### config.mk
export PLATFORM = sky130hd
export DESIGN_NAME = uart_mmio_bridge
export DESIGN_NICKNAME = d
export VERILOG_FILES = /design/src/rtl/uart_mmio_bridge.sv
export SDC_FILE = /design/constraint.sdc
export NUM_CORES = 1
export LEC_CHECK = 0
export BUFFER_PORTS_ARGS = -buffer_cell sky130_fd_sc_hd__buf_2
export CAP_MARGIN = 25
export CELL_PAD_IN_SITES_DETAIL_PLACEMENT = 0
export CELL_PAD_IN_SITES_GLOBAL_PLACEMENT = 2
export CORE_MARGIN = 3
export CORE_UTILIZATION = 39
export CTS_BUF_LIST = sky130_fd_sc_hd__clkbuf_4 sky130_fd_sc_hd__clkbuf_8
export CTS_CLUSTER_DIAMETER = 40
export CTS_CLUSTER_SIZE = 14
export DETAILED_ROUTE_END_ITERATION = 12
export GPL_TIMING_DRIVEN = 0
export PLACE_DENSITY_LB_ADDON = 0.1
export SLEW_MARGIN = 25
export SYNTH_ARGS = -nofsm -noshare
export SYNTH_HDL_FRONTEND = slang
export SYNTH_SLANG_ARGS = --single-unit
### constraint.sdc
create_clock -name clk -period 3.25 [get_ports clk]
set_input_delay 0.65 -clock clk [delete_from_list [all_inputs] [get_ports clk]]
set_output_delay 0.65 -clock clk [all_outputs]
set_load 0.005 [all_outputs]
### src/rtl/uart_mmio_bridge.sv
// uart_mmio_bridge: memory-mapped UART bridge. It holds one transmit byte for the
// transmitter and buffers received bytes in a small FIFO. Loads return a
// zero-extended 32-bit word that is selected by UARTsel.
module uart_mmio_bridge #(
  parameter int RX_DEPTH = 4,
  parameter int DATA_W   = 8
) (
  input  logic              clk,
  input  logic              reset_n,
  input  logic              WEUART,
  input  logic              REUART,
  input  logic [1:0]        UARTsel,
  input  logic [DATA_W-1:0] wdata,
  output logic [31:0]       rdata,
  output logic [DATA_W-1:0] tx_data,
  output logic              tx_valid,
  input  logic              tx_ready,
  input  logic [DATA_W-1:0] rx_data,
  input  logic              rx_valid,
  output logic              rx_ready
);

  localparam int PW = $clog2(RX_DEPTH);
  localparam int CW = PW + 1;
  localparam logic [CW-1:0] FULL_CNT = CW'(RX_DEPTH);

  typedef enum logic {EMPTY = 1'b0, FULL = 1'b1} tx_state_t;

  tx_state_t         tx_state, tx_state_next;
  logic [DATA_W-1:0] tx_hold, tx_hold_next;
  logic              tx_drop, tx_drop_next;

  logic [DATA_W-1:0] rx_mem [RX_DEPTH];
  logic [PW-1:0]     wr_ptr, rd_ptr;
  logic [CW-1:0]     count;
  logic              push, pop;

  assign tx_valid = (tx_state == FULL);
  assign tx_data  = tx_hold;

  // TX holding register state, byte and sticky drop flag
  always_ff @(posedge clk or negedge reset_n) begin
    if (!reset_n) begin
      tx_state <= EMPTY;
      tx_hold  <= '0;
      tx_drop  <= 1'b0;
    end else begin
      tx_state <= tx_state_next;
      tx_hold  <= tx_hold_next;
      tx_drop  <= tx_drop_next;
    end
  end

  // TX next state: load when empty or being drained, drop a store while stalled
  always_comb begin
    tx_state_next = tx_state;
    tx_hold_next  = tx_hold;
    tx_drop_next  = tx_drop;
    unique case (tx_state)
      EMPTY: begin
        if (WEUART) begin
          tx_state_next = FULL;
          tx_hold_next  = wdata;
        end
      end
      FULL: begin
        if (tx_ready) begin
          if (WEUART) tx_hold_next  = wdata;
          else        tx_state_next = EMPTY;
        end else if (WEUART) begin
          tx_drop_next = 1'b1;
        end
      end
      default: tx_state_next = EMPTY;
    endcase
  end

  assign rx_ready = (count != FULL_CNT);
  assign push     = rx_valid && rx_ready;
  // An empty FIFO cannot be popped, so a byte pushed in the same cycle is not bypassed
  assign pop      = REUART && (count != '0);

  // RX FIFO storage; contents need no reset because count gates visibility
  always_ff @(posedge clk) begin
    if (push) rx_mem[wr_ptr] <= rx_data;
  end

  // RX FIFO pointers and occupancy
  always_ff @(posedge clk or negedge reset_n) begin
    if (!reset_n) begin
      wr_ptr <= '0;
      rd_ptr <= '0;
      count  <= '0;
    end else begin
      if (push) wr_ptr <= wr_ptr + PW'(1);
      if (pop)  rd_ptr <= rd_ptr + PW'(1);
      unique case ({push, pop})
        2'b10:   count <= count + CW'(1);
        2'b01:   count <= count - CW'(1);
        default: count <= count;
      endcase
    end
  end

  // Load data mux; a read shows the pre-pop head
  always_comb begin
    rdata = '0;
    unique case (UARTsel)
      2'b00: rdata = (count != '0) ? 32'(rx_mem[rd_ptr]) : 32'd0;
      2'b01: rdata = {31'b0, ~tx_valid};
      2'b10: rdata = {31'b0, (count != '0)};
      2'b11: rdata = {16'(count), 15'b0, tx_drop};
      default: rdata = '0;
    endcase
  end

endmodule

==> results of run 1 <==
## per-stage QoR
stage / hold slack [ns] / power, W
after floorplan: 0.354 / 0.00131
after global placement: 0.472 / 0.00147
after detailed placement: 0.467 / 0.00150
after CTS: 0.266 / 0.00194
after global routing: 0.278 / 0.00204
final: 0.260 / 0.00191
## power groups by stage
stage	Combinational, W	Clock, W	Sequential, W
2_1_floorplan	0.000441	0	0.000873
3_3_place_gp	0.000594	0	0.000877
3_5_place_dp	0.000613	0	0.000889
4_1_cts	0.000619	0.000445	0.000875
5_1_grt	0.000678	0.000476	0.000888
6_report	0.000601	0.000437	0.000872
## flip-flops by register name, summed over array words and instances (netlist names)
name      cells
count         3
rd_ptr        2
rx_mem       32
tx_data       8
tx_drop       1
tx_valid      1
wr_ptr        2
## final cells by class
cell class	count	area share, %
Sequential cell	49	51.4
Clock buffer	6	2.83
Inverter	7	0.974
Clock inverter	2	1.44
Timing Repair Buffer	44	8.16
Buffer	24	6.31
Multi-Input combinational cell	81	25.7
Tap cell	70	3.25
## worst paths after layout
path,to,slack [ns]
worst max-delay path,rdata[0],0.73
worst max register to register,count[2],1.01
min in group clk,tx_drop,0.48
worst min-delay path,rd_ptr[1],0.26
max in group asynchronous,tx_data[6],2.71
worst min register to register,tx_drop,0.48
## placed cells by master (no fill, tap or decap), drive strengths merged
cell    count
and2        2
and3       12
buf        66
bufinv      1
clkbuf      8
clkinv      1
conb       21
dfrtp      17
edfxtp     32
fa          1
ha          5
inv         7
mux2        9
mux2i       1
mux4        8
nand2       3
nand2b      1
nand3       1
nand3b      1
nor2        5
nor3        1
o21bai      1
o221ai      1
or3         1
or3b        1
xnor2       3
xor2        3
## per-layer routing
metal / share of wire (%) / track usage [%] / wire [um]
met4: 1.3 / 3.55 / 51
met5: 0 / 0 / 0
met2: 52 / 22.7 / 2080
met1: 41 / 15.7 / 1650
met3: 5.2 / 3.44 / 209
## cell families after synthesis
family	after synthesis
xor+xnor	6
flops	49
simple gates	28
compound gates	2
other cells	1
mux	18
fa+ha+maj	6
buf+inv	31
==> impl_metrics.ini, run 1 <==
[cells_and_area]
final_nets = 242
fin_cells = 283
antenna_cells = 0
multiInputGateArea_sq_um = 693
nFillCells = 466
regArea_sq_mm = 0.00139
syn_to_final_growth_pct = 22.6
final_util_pct = 51.2
final_cell_area_sq_mm = 0.00270
layout-drive-gt1-share_pct = 46.0

[worst_setup_path]
cpPeakStageDelay_ns = 0.55
criticalPathCategory = register to output port
crit_arrival_ns = 1.87
path_buf_inv = 2
path_depth = 5
crit_top_cell = buf_2
startpoint = rd_ptr[0]
crit_family = multiplexers
r2r_cells = 9
crit_chain = buf_2 -> mux4_2 -> nor3_1 -> nor2_1 -> buf_2
worstPathMaxFanout = 10
crit_required_ns = 2.60
crit_path_end_kind = output port
crit_path_start_kind = register
slowest_stage = mux4_2
r2r-start = count[0]

[global_routing]
grt_pass1_wl_mm = 6.20
grt.total_usage_pct = 12.9
grt_remaining_overflow = 0
grt_pass1_vias = 1285
antenna_found_initial = 0
grt_max_degree = 18

[logic_synthesis]
yosysMostFrequentCell = edfxtp_1
ys_top_cells_by_area = edfxtp_1 (44%), dfrtp_1 (19%), mux4_2 (8.2%)
avgSynthCellArea_sq_um = 15.6
synth_area_sq_mm = 0.00220
muxShareOfSynthArea_pct = 13.4
synth_compound_area_share_pct = 0.739
yosys_most_used_dff = edfxtp_1
synth-seq-cells = 49
synth_top_family_by_area = multiplexers
syn_inst = 141
async_flop_share_pct = 34.7
yosys.area.top_type_share_pct = 43.7
ys_warn_count = 0
synth_cell_types = 29
synth_top_area_cell = edfxtp_1
yosys.area_share.simple_pct = 7.62
synth_common_cells = edfxtp_1 (32), buf_4 (21), dfrtp_1 (17)
synthAdderAreaFrac_pct = 3.75
synth_seq_area_share_pct = 63.0
synthXorXnorAreaFrac_pct = 2.39
synth-edff-count = 32

[clock_network]
cts_buffer_depth = 2
cts.sinks = 49
postCtsSetupRepairBufs = 0
holdBufCountCts = 0
cts.htree.levels = 2
insertion_delay_ns = 0.30
cts_buffers = 5
cts_tree = built
root_buffer = clkbuf_8
clk_pin_slew_worst_paths_ns = 0.09
cts_resized = 0

[timing]
slew_headroom_pct = 61.1
hold_viol = 0
setup_viol = 0
tns_ns = 0
period_needed_ns = 2.52
fin_ws_ns = 0.731
drv_slew = 0
max_freq_mhz = 397
rsz0062_at_grt = false
clock-skew-final_ns = 0.00912
worst_pin_slew_ns = 0.584
timing.final.crit_share_pct = 77.5

[die]
rows = 26
die_w_um = 81.1
dieArea_sq_mm = 0.00658
die_y_um = 81.1
ios = 66
core_sq_mm = 0.00527
start_util_pct = 41.8

[detailed_routing]
vias = 1256
first_pass_iters = 4
vias_per_cell = 4.44
drc = 0
wl_per_cell_um = 14.1
drt-initial-drc-count = 47
final_antenna_net_count = 0
routed_wl_mm = 3.99

[placement]
placed_area_sq_mm = 0.00258
io_buffer_count = 44
routabilityCongestion = 0.673
pre_cts_ws_ns = 0.997
dp_hpwl_mm = 2.94
dp_cells = 275

[power_and_ir_drop]
p_int_w = 0.00136
clkPwrFrac_pct = 22.9
p_switching_w = 0.000546
pwr-share-comb_pct = 31.5
netSwitchingFraction_pct = 28.6
seqPwrFrac_pct = 45.7
power.density_mw_per_mm2 = 708
leakagePower_nw = 1.22
vdd_ir_drop_max_uv = 397

[flow_run]
maxCapViolCount = 0

[worst_hold_path]
hp-class = primary input to asynchronous set/reset pin

[outcome]
status = finished, final reports clean
No activity file was read; power rests on OpenSTA's default activity.
==> run 2, diff against run 1 <==
Settings changed: ABC_AREA set to 1, CORE_UTILIZATION 39 to 29.
Clock period 3.25 ns to 2 ns, I/O delays scaled along.
==> run 2 against run 1 <==
- critical path type unchanged
- sequential share of layout area fell by 3.6 points
- worst setup slack lost 0.62 ns
- sequential power rose by 62%
- wire length increased by 21%
- flip-flop and latch count unchanged
- count of clock-buffer cells in the layout unchanged
- utilization shrank 14 points
==> impl_metrics.ini, run 2 <==
[outcome]
status = finished, final reports clean

[cells_and_area]
final_nets = 349
fin_cells = 422
layout_common_cells = nand2_1 (80), buf_2 (46), inv_1 (36), edfxtp_1 (32)
layout-drive-gt1-share_pct = 26.6
antenna_cells = 0
largest-register = rx_mem
largest_register_ffs = 32
mostFrequentLayoutCell = nand2_1
final_util_pct = 36.8
syn_to_final_growth_pct = 21.0
nFillCells = 837

[logic_synthesis]
syn_inst = 250
synth_cell_types = 23
synth-seq-cells = 49
synth_top_area_cell = edfxtp_1
synth_common_cells = nand2_1 (81), inv_1 (37), edfxtp_1 (32)
async_flop_share_pct = 34.7
synth-edff-count = 32
yosys.area.top_type_share_pct = 40.1
synth_seq_area_share_pct = 57.9
avgSynthCellArea_sq_um = 9.58
yosysMostFrequentCell = nand2_1
ys_top_cells_by_area = edfxtp_1 (40%), dfrtp_1 (18%), nand2_1 (13%)
synth_area_sq_mm = 0.00240
ys_warn_count = 0
yosys_most_used_dff = edfxtp_1

[die]
ios = 66
dieArea_sq_mm = 0.00939
die_y_um = 96.9
core_sq_mm = 0.00789
rows = 32
die_w_um = 96.9
start_util_pct = 30.4

[worst_setup_path]
r2r_setup_slack_ns = 0.15
r2r-start = count[1]
regToRegEndpoint = count[2]
crit_arrival_ns = 1.49
crit_required_ns = 1.60
r2r_cells = 9
criticalPathCategory = register to output port
crit_end = rdata[1]
startpoint = count[2]
crit_path_start_kind = register
worstPathMaxFanout = 7
crit_path_end_kind = output port

[timing]
drv_slew = 0
timing.final.crit_share_pct = 94.5
setup_viol = 0
period_needed_ns = 1.89
worst_pin_slew_ns = 0.933
rsz0062_at_grt = true
slew_headroom_pct = 37.6
hold_viol = 0
max_freq_mhz = 529
clock-skew-final_ns = 0.00947
tns_ns = 0

[power_and_ir_drop]
leakagePower_nw = 1.49
vdd_ir_drop_max_uv = 432
power.density_mw_per_mm2 = 1100
total_power_w = 0.00319

[global_routing]
grt_remaining_overflow = 0
antenna_found_initial = 0
busiest_layer = met2
grt.total_usage_pct = 10.7
grt_util_met2_pct = 17.9
grt_max_degree = 18
use_met1_pct = 13.2
met3_usage_pct = 2.96
grt_pass1_vias = 1575
grt_pass1_wl_mm = 7.84

[detailed_routing]
drc = 0
final_antenna_net_count = 0
vias_per_cell = 3.83
routed_wl_mm = 4.82
vias = 1615
first_pass_iters = 4
wl_per_cell_um = 11.4
drt-initial-drc-count = 49

[placement]
dp_cells = 415
dp_hpwl_mm = 3.50
io_buffer_count = 43
routabilityCongestion = 0.662

[clock_network]
cts_buffers = 5
insertion_delay_ns = 0.30
cts.htree.levels = 2
clk_pin_slew_worst_paths_ns = 0.09
cts_tree = built
postCtsSetupRepairBufs = 0
cts_resized = 0
root_buffer = clkbuf_8
holdBufCountCts = 0
cts.sinks = 49
cts_buffer_depth = 2

[flow_run]
maxCapViolCount = 0

[worst_hold_path]
hp-class = primary input to asynchronous set/reset pin
## run 2: final cells by class
cell class,count,area (sq um),area share [%]
plain buffers,26,195,6.73
clock buffers,6,76.3,2.63
clock inverters,2,13.8,0.475
inverters,38,148,5.09
multi-input cells,156,738,25.5
flip-flops and latches,49,1390,47.8
well taps,102,128,4.40
repair buffers,43,215,7.42
## run 2: routing by layer
layer | up-vias | wire length [um]
met5 | - | 0
met4 | 0 | 55
met3 | 5 | 245
met2 | 38 | 2290
met1 | 700 | 2230
li1 | 872 | -
## run 2: worst min path at each step
stage                     cells past startpoint     from         end
after CTS                                     1  reset_n  tx_data[7]
final                                         1  reset_n    count[2]
after floorplan                               0  reset_n    count[0]
after global placement                        1  reset_n    count[0]
after detailed placement                      1  reset_n    count[0]
after global routing                          1  reset_n  tx_data[2]
## run 2: power breakdown
part	internal (W)	total [W]	leakage (nW)	switching, W
Clock	0.000263	0.000594	0.0490	0.000330
Sequential	0.00132	0.00141	0.494	0.0000888
Combinational	0.000438	0.00118	0.942	0.000744
## run 2: cell families (layout without fill, tap and decap cells)
group	Yosys count	in the layout	synth area share, %
compound gates	11	11	2.40
xor+xnor	5	5	1.83
fa+ha+maj	6	6	3.45
buf+inv	65	115	14.9
flops	49	49	57.9
other cells	1	21	0.157
simple gates	113	113	19.4
## run 2: stage by stage
stage	setup WS, ns	hold slack (ns)	area (sq um)
floorplan	0.248	0.104	2470
global placement	0.0658	0.364	2810
detailed placement	0.0720	0.367	2810
CTS	0.0407	0.0368	2900
global route	-0.0361	0.0498	2900
finish	0.111	0.0255	2900
## run 2: worst max-delay path, cell delays in order (launching register included)
cell and delay (ns):
dfrtp_1 0.38, inv_1 0.10, a21oi_1 0.25, inv_2 0.15, a21oi_1 0.16, buf_2 0.14
==> run 3, diff against run 2 <==
Settings changed: CORE_MARGIN 3 to 2.
==> run 3 against run 2 <==
- final cell count is 0.95% higher
- sequential share of layout area fell by 0.39 points
- flip-flop and latch count did not move
- sequential power is essentially flat
- final area increased by 0.91%
- utilization fell by 0.61 points
- worst setup slack gained 0.0074 ns
- clock power about the same
- critical path type unchanged
- critical endpoint is now rdata[6]
==> impl_metrics.ini, run 3 (synthesis results as in run 2) <==
[outcome]
status = finished, final reports clean

[die]
start_util_pct = 29.6
ios = 66
die_y_um = 94.9
rows = 33
die_w_um = 94.9
core_sq_mm = 0.00809
dieArea_sq_mm = 0.00901

[cells_and_area]
antenna_cells = 0
nFillCells = 868
largest-register = rx_mem
layout-drive-gt1-share_pct = 26.8
mostFrequentLayoutCell = nand2_1
largest_register_ffs = 32
syn_to_final_growth_pct = 22.1
multiInputGateArea_sq_um = 741
layout_common_cells = nand2_1 (81), buf_2 (46), inv_1 (36), edfxtp_1 (32)
regArea_sq_mm = 0.00139
final_nets = 350

[clock_network]
cts_tree = built
insertion_delay_ns = 0.30
cts.sinks = 49
postCtsSetupRepairBufs = 0
holdBufCountCts = 0
clk_pin_slew_worst_paths_ns = 0.10
root_buffer = clkbuf_8
cts.htree.levels = 2
cts_buffer_depth = 2
cts_buffers = 5

[global_routing]
grt_remaining_overflow = 0
grt_pass1_vias = 1528
grt_pass1_wl_mm = 7.91
grt_max_degree = 18
grt.total_usage_pct = 11.9
antenna_found_initial = 0

[worst_setup_path]
r2r_cells = 9
worstPathMaxFanout = 10
crit_path_start_kind = register
crit_arrival_ns = 1.48
criticalPathCategory = register to output port
crit_path_end_kind = output port
crit_required_ns = 1.60

[detailed_routing]
wl_per_cell_um = 11.6
highest_layer = met4
drc = 0
final_antenna_net_count = 0
vias_per_cell = 3.87
routed_wl_mm = 4.94
wl_met1_mm = 2.28
wl_met3_um = 249
route.met2.wl_mm = 2.36
vias = 1648
drt-initial-drc-count = 59
first_pass_iters = 4

[timing]
clock-skew-final_ns = 0.00880
fin_hold_ws_ns = 0.0140
drv_slew = 0
period_needed_ns = 1.88
fin_ws_ns = 0.118
rsz0062_at_grt = false
max_freq_mhz = 531
timing.final.crit_share_pct = 94.1
setup_viol = 0
worst_pin_slew_ns = 0.880
tns_ns = 0
hold_viol = 0
slew_headroom_pct = 41.1

[placement]
dp_hpwl_mm = 3.44
io_buffer_count = 43
routabilityCongestion = 0.657
pre_cts_ws_ns = 0.0850

[power_and_ir_drop]
leakagePower_nw = 1.49
total_power_w = 0.00326
vdd_ir_drop_max_uv = 354
power.density_mw_per_mm2 = 1110

[flow_run]
maxCapViolCount = 0

[worst_hold_path]
hp-class = primary input to asynchronous set/reset pin
==> run 3: cell types whose count changed in the layout (fill, tap and decap cells not counted), sizes merged <==
cell | previous run | this run
buf | 69 | 70
inv | 39 | 40
clkbuf | 6 | 5
==> run 3: what timing repair did <==
item | CTS | global route
resized for setup | 0 | 6
endpoints found under the hold margin | 0 | 0
endpoints found under the setup margin | 0 | 8
==> run 3: worst max-delay path: stages (launching register included) <==
cell and delay [ns]:
dfrtp_1 0.39, buf_6 0.15, inv_6 0.10, buf_12 0.14, nand2_1 0.05, nand2_1 0.05, nand2_1 0.04, a21oi_1 0.13
buf_2 0.13
==> run 3: worst paths after layout <==
path,from,to,slack [ns]
setup / recovery,rd_ptr[0],rdata[6],0.12
hold / removal,reset_n,count[1],0.01
setup reg to reg,count[0],count[2],0.17
hold reg to reg,tx_data[5],tx_data[5],0.48
max in group asynchronous,reset_n,count[0],1.68
min in group clk,rx_data[3],rx_mem[1][3],0.31
==> run 3: power by group <==
group	switching (W)	internal [W]
clock network	0.000345	0.000250
registers	0.0000945	0.00132
logic	0.000762	0.000480
==> run 3: per-stage QoR <==
stage | instances | cell area (sq um) | util [%]
3_5_place_dp | 418 | 2820 | 34.8
3_3_place_gp | 418 | 2820 | 34.8
6_report | 426 | 2930 | 36.2
4_1_cts | 426 | 2910 | 35.9
5_1_grt | 426 | 2930 | 36.2
2_1_floorplan | 270 | 2470 | -
==> run 3: metal layers <==
metal	GRT usage, %	vias up
li1	-	874
met1	14.9	726
met2	19.9	42
met3	3.51	6
met4	3.14	0
met5	0	-
==> run 3: final cells by class <==
class | count | share of cell area (%)
inverter | 38 | 5.04
buffer | 27 | 7.35
sequential | 49 | 47.4
clock buffer | 5 | 2.35
clock inverter | 3 | 0.684
multi-input combinational | 156 | 25.3
timing repair buffer | 43 | 7.35
tap | 105 | 4.49
